## config.mk

```make
export PLATFORM = sky130hd
export DESIGN_NAME = rt_stage
export DESIGN_NICKNAME = d
export VERILOG_FILES = /design/src/rtl/rt_stage.sv
export SDC_FILE = /design/constraint.sdc
export NUM_CORES = 1
export LEC_CHECK = 0
export BUFFER_PORTS_ARGS = -buffer_cell sky130_fd_sc_hd__buf_2
export CORE_MARGIN = 4
export CORE_UTILIZATION = 45
export DETAILED_ROUTE_END_ITERATION = 6
export PLACE_DENSITY = 0.75
export SYNTH_ARGS = -nofsm -noshare
export SYNTH_HDL_FRONTEND = slang
export SYNTH_SLANG_ARGS = --single-unit
```

## constraint.sdc

```tcl
create_clock -name clk_i -period 3.48 [get_ports clk_i]
set_input_delay 0.348 -clock clk_i [delete_from_list [all_inputs] [get_ports clk_i]]
set_output_delay 0.348 -clock clk_i [all_outputs]
set_load 0.05 [all_outputs]
```

## src/rtl/rt_stage.sv

```systemverilog
// Retire stage: retires the complete in-order prefix of the ROB head, emits registered
// AMT/freelist packets and sequences a drain-then-rollback on a retired mispredict.
module rt_stage #(
    parameter int C_RT_NUM       = 2,
    parameter int C_ARCH_REG_IDX = 5,
    parameter int C_TAG_IDX      = 6,
    parameter int C_PC_W         = 32,
    parameter int C_CNT_W        = 32
) (
    input  logic                                    clk_i,
    input  logic                                    rst_i,
    // per entry, MSB..LSB: {valid, complete, rd, tag, tag_old, br_mispredict, br_target}
    input  logic [C_RT_NUM-1:0][2+C_ARCH_REG_IDX+2*C_TAG_IDX+1+C_PC_W-1:0] rob_rt_i,
    output logic [$clog2(C_RT_NUM+1)-1:0]           rt_rob_o,
    // per channel, MSB..LSB: {rd, tag, wr_en}
    output logic [C_RT_NUM-1:0][C_ARCH_REG_IDX+C_TAG_IDX:0] dp_amt_o,
    // per channel, MSB..LSB: {tag_old, valid}
    output logic [C_RT_NUM-1:0][C_TAG_IDX:0]        rt_fl_o,
    output logic                                    rollback_o,
    output logic [C_PC_W-1:0]                       br_target_o,
    output logic [C_CNT_W-1:0]                      retired_cnt_o
);

    localparam int ENT_W  = 2 + C_ARCH_REG_IDX + 2*C_TAG_IDX + 1 + C_PC_W;
    localparam int RT_W   = $clog2(C_RT_NUM+1);
    localparam int MP_LSB = C_PC_W;
    localparam int TO_LSB = C_PC_W + 1;
    localparam int TG_LSB = C_PC_W + 1 + C_TAG_IDX;
    localparam int RD_LSB = C_PC_W + 1 + 2*C_TAG_IDX;

    typedef enum logic [1:0] {NORMAL, DRAIN, ROLLBACK} state_t;

    state_t state_reg, state_next;
    logic   rollback_reg, rollback_next;
    logic [C_PC_W-1:0]  br_target_reg, br_target_next;
    logic [C_CNT_W-1:0] retired_cnt_reg;

    logic [C_RT_NUM-1:0] ent_valid, ent_complete, ent_mp, retire;
    logic [C_RT_NUM-1:0][C_ARCH_REG_IDX-1:0] ent_rd;
    logic [C_RT_NUM-1:0][C_TAG_IDX-1:0]      ent_tag, ent_tag_old;
    logic [C_RT_NUM-1:0][C_PC_W-1:0]         ent_target;
    logic [C_RT_NUM-1:0][C_ARCH_REG_IDX+C_TAG_IDX:0] dp_amt_reg;
    logic [C_RT_NUM-1:0][C_TAG_IDX:0]        rt_fl_reg;
    logic [RT_W-1:0] rt_cnt;
    logic            run;
    logic            mp_hit;

    // Retirement is suppressed outside NORMAL and while reset is held.
    assign run = (state_reg == NORMAL) && rst_i;

    generate
        for (genvar gi = 0; gi < C_RT_NUM; gi++) begin : g_ch
            assign ent_valid[gi]    = rob_rt_i[gi][ENT_W-1];
            assign ent_complete[gi] = rob_rt_i[gi][ENT_W-2];
            assign ent_rd[gi]       = rob_rt_i[gi][RD_LSB +: C_ARCH_REG_IDX];
            assign ent_tag[gi]      = rob_rt_i[gi][TG_LSB +: C_TAG_IDX];
            assign ent_tag_old[gi]  = rob_rt_i[gi][TO_LSB +: C_TAG_IDX];
            assign ent_mp[gi]       = rob_rt_i[gi][MP_LSB];
            assign ent_target[gi]   = rob_rt_i[gi][C_PC_W-1:0];

            // A mispredicted older channel retires itself but blocks everything younger.
            if (gi == 0) begin : g_head
                assign retire[gi] = run && ent_valid[gi] && ent_complete[gi];
            end else begin : g_tail
                assign retire[gi] = retire[gi-1] && !ent_mp[gi-1]
                                    && ent_valid[gi] && ent_complete[gi];
            end

            always_ff @(posedge clk_i or negedge rst_i) begin
                if (!rst_i) begin
                    dp_amt_reg[gi] <= '0;
                    rt_fl_reg[gi]  <= '0;
                end else begin
                    dp_amt_reg[gi] <= {ent_rd[gi], ent_tag[gi],
                                       retire[gi] && (ent_rd[gi] != '0)};
                    rt_fl_reg[gi]  <= {ent_tag_old[gi],
                                       retire[gi] && (ent_rd[gi] != '0)};
                end
            end
        end
    endgenerate

    always_comb begin
        rt_cnt = '0;
        for (int i = 0; i < C_RT_NUM; i++) begin
            rt_cnt = rt_cnt + RT_W'(retire[i]);
        end
    end

    assign mp_hit = |(retire & ent_mp);

    always_comb begin
        state_next     = state_reg;
        rollback_next  = 1'b0;
        br_target_next = br_target_reg;
        for (int i = 0; i < C_RT_NUM; i++) begin
            if (retire[i] && ent_mp[i]) begin
                br_target_next = ent_target[i];
            end
        end
        case (state_reg)
            NORMAL:   if (mp_hit) state_next = DRAIN;
            DRAIN: begin
                state_next    = ROLLBACK;
                rollback_next = 1'b1;
            end
            ROLLBACK: state_next = NORMAL;
            default:  state_next = NORMAL;
        endcase
    end

    always_ff @(posedge clk_i or negedge rst_i) begin
        if (!rst_i) begin
            state_reg       <= NORMAL;
            rollback_reg    <= 1'b0;
            br_target_reg   <= '0;
            retired_cnt_reg <= '0;
        end else begin
            state_reg       <= state_next;
            rollback_reg    <= rollback_next;
            br_target_reg   <= br_target_next;
            retired_cnt_reg <= retired_cnt_reg + C_CNT_W'(rt_cnt);
        end
    end

    assign rt_rob_o      = rt_cnt;
    assign dp_amt_o      = dp_amt_reg;
    assign rt_fl_o       = rt_fl_reg;
    assign rollback_o    = rollback_reg;
    assign br_target_o   = br_target_reg;
    assign retired_cnt_o = retired_cnt_reg;

endmodule

```

==> results.yml <==
timing:
  max_slew_margin_pct: 16.42
  slew_viol_final: 0
  finalSetupViolations: 0
  hold_viol: 0
  max_freq_mhz: 329.3
  clock_skew_ns: 0.02121
  tns_ns: 0
  fin_crit_sh_pct: 87.26
  tightest_slew_ns: 1.250
  rsz0062_at_grt: "false"
  min_period_ns: 3.037
finish:
  drive_above_1_share_pct: 44.28
  diodes: 0
  area_growth_pct: 32.01
  layout.cells.non_filler: 650
  final_cell_area_um2: 5454
  post-route-util_pct: 61.94
  nNetsFinal: 648
global_routing:
  grt_first_pass_wirelength_um: 18240
  antenna_found_initial: 0
  gr-total-overflow: 0
  grt_usage_pct: 20.60
  first_global_vias: 3623
  grt_start_max_net_pins: 59
logic_synthesis:
  synth_cells: 330
  yosys.area.top_type_share_pct: 62.39
  synth_cell_type_count: 33
  synthTopCellsByArea: "dfrtp_1 (62%), a22oi_1 (12%), xnor2_1 (4.9%), o21ai_1 (3.9%), nand3_1 (1.6%)"
  synth_edf_count: 0
  synth_seq_area_share_pct: 62.39
  avgSynthCellArea_um2: 12.52
  synthArstFlopShare_pct: 100.0
  netlist_area_um2: 4131
  ys_warn_count: 0
  synth_area_leader_cell: "dfrtp_1"
  synth_seq_cells: 103
  synthFlopType: "dfrtp_1"
  synth_nets: 440
cts:
  cts_tree: "yes"
  cts-root-buf: "clkbuf_8"
  htree_num_levels: 3
  clock_path_buffers: 2
  cts.sinks: 103
  cts_resized: 0
  cts_buffers: 9
  postCtsSetupRepairBufs: 0
  cts_hold_buf: 0
  path_clk_slew_ns: 0.10
  insertion_delay_ns: 0.35
pwr:
  pwr-share-seq_pct: 49.4
  p_sw_w: 0.0009471
  combPwrFrac_pct: 24.6
  clock_power_share_pct: 26.0
  vdd_ir_drop_max_v: 0.0002192
  swShare_pct: 34.46
  p_leak_nw: 2.733
  p_int_w: 0.001801
  power.density_nw_per_um2: 503.9
placed_design:
  place.gp.congestion: 0.7890
  placement.io_buffers: 210
  place_area_um2: 5268
  place_inst: 635
  place_hpwl_um: 8382
critical_path:
  path_max_fanout: 5
  cp.required_ns: 3.76
  setup.worst_path.class: "reg2reg"
  rrSetupSlack_ns: 0.44
  critical_path_arrival_ns: 3.32
  critPathLaunchType: "flip-flop"
  worst_setup_path_end_kind: "flip-flop"
floorplanning:
  start_util_pct: 46.92
  coreArea_um2: 8806
  num_rows: 34
  die_w_um: 103.8
  ios: 211
  dieArea_um2: 10780
  die_height_um: 103.8
drt:
  vias: 3511
  vias_per_cell: 5.402
  route.detailed.drc: 0
  first_pass_iters: 5
  drt.antenna.violating_nets: 0
  wl_um: 11240
  drtIter0Drc: 163
  wl_per_cell_um: 17.29
job:
  max_cap_violations: 0
hold_path:
  holdCritPathClass: "in2async"
outcome:
  status: "finished clean"
## cell usage after synthesis, types with 4 or more instances
cell / number
inv_1: 6
dfrtp_1: 103
clkbuf_1: 9
and3_1: 4
a22oi_1: 64
nand4_1: 9
nor3_2: 4
buf_2: 4
nand3_1: 13
xnor2_1: 23
xor2_1: 7
nand2_1: 9
nor2_1: 5
nor3_1: 5
and4_1: 5
o21ai_1: 32
## final timing paths
check / endpoint / start / cells after the start
worst max-delay path: retired_cnt_o[28] / state_reg[1] / 11
worst min-delay path: br_target_o[25] / rst_i / 2
worst max register to register: retired_cnt_o[28] / state_reg[1] / 11
worst min register to register: state_reg[1] / state_reg[1] / 1
max in group asynchronous: dp_amt_o[20] / rst_i / 3
min in group clk_i: rt_fl_o[4] / rob_rt_i[36] / 1
## critical path: stages (launching register included)
cell	delay (ns)
dfrtp_1	0.40
nand4bb_4	0.28
or2_1	0.30
nor3_2	0.22
ha_1	0.17
ha_1	0.16
inv_1	0.05
fa_1	0.44
and4b_1	0.35
nand3_1	0.19
nor3_1	0.27
xor2_1	0.16
## placed cells by master (no fill, tap or decap), types with 2 or more instances in the layout
cell	synthesis	layout
nand2_1	9	9
clkinv_4	0	2
a21oi_1	3	3
buf_4	3	7
nor2b_1	2	2
nor3_4	0	2
and4_1	5	5
nor3_1	5	5
o21ai_1	32	32
ha_1	3	3
and3_1	4	4
nand3_1	13	13
buf_2	4	209
and2_1	3	3
nand4_1	9	9
nor3_2	4	2
xnor2_1	23	23
a22oi_1	64	64
dfrtp_1	103	103
clkinv_2	0	3
inv_1	6	6
nor2_1	5	5
xor2_1	7	7
clkbuf_8	0	9
## logic make-up after synthesis
logic type      count (synthesis)  synth area share [%]
fa+ha+maj                       4                 1.393
simple gates                   67                 10.51
xor+xnor                       30                 6.360
compound gates                100                 16.05
flops                         103                 62.39
buf+inv                        26                 3.301
## layout make-up
class	instances	area (µm²)
multi-input cells	201	1430
well taps	108	135.1
clock inverters	6	62.56
fillers	744	3352
clock buffers	9	123.9
flip-flops and latches	103	2577
inverters	7	26.28
repair buffers	216	1099
## power groups by stage
stage          Clock (W)  Sequential, W  Combinational, W
2_1_floorplan          0        0.00168          0.000146
3_5_place_dp           0        0.00138          0.000683
5_1_grt         0.000795        0.00137          0.000717
3_3_place_gp           0        0.00138          0.000672
4_1_cts         0.000733        0.00136          0.000683
6_report        0.000716        0.00136          0.000675
## metal layers
metal	wire length [µm]	global-route usage [%]	vias to the layer above
met5	0	0	-
met4	164	6.268	0
met3	654	3.794	14
met2	5881	35.79	154
met1	4539	26.23	1719
li1	-	-	1624
## through the flow
step	total power (W)	setup slack [ns]	hold slack, ns
CTS	0.002774	0.3904	0.07483
finish	0.002748	0.4434	0.08803
floorplan	0.001830	0.2322	0.05241
global placement	0.002049	0.5642	0.4375
global route	0.002884	0.2099	0.06331
detailed placement	0.002064	0.3813	0.4538
No activity file was read; power rests on OpenSTA's default activity.
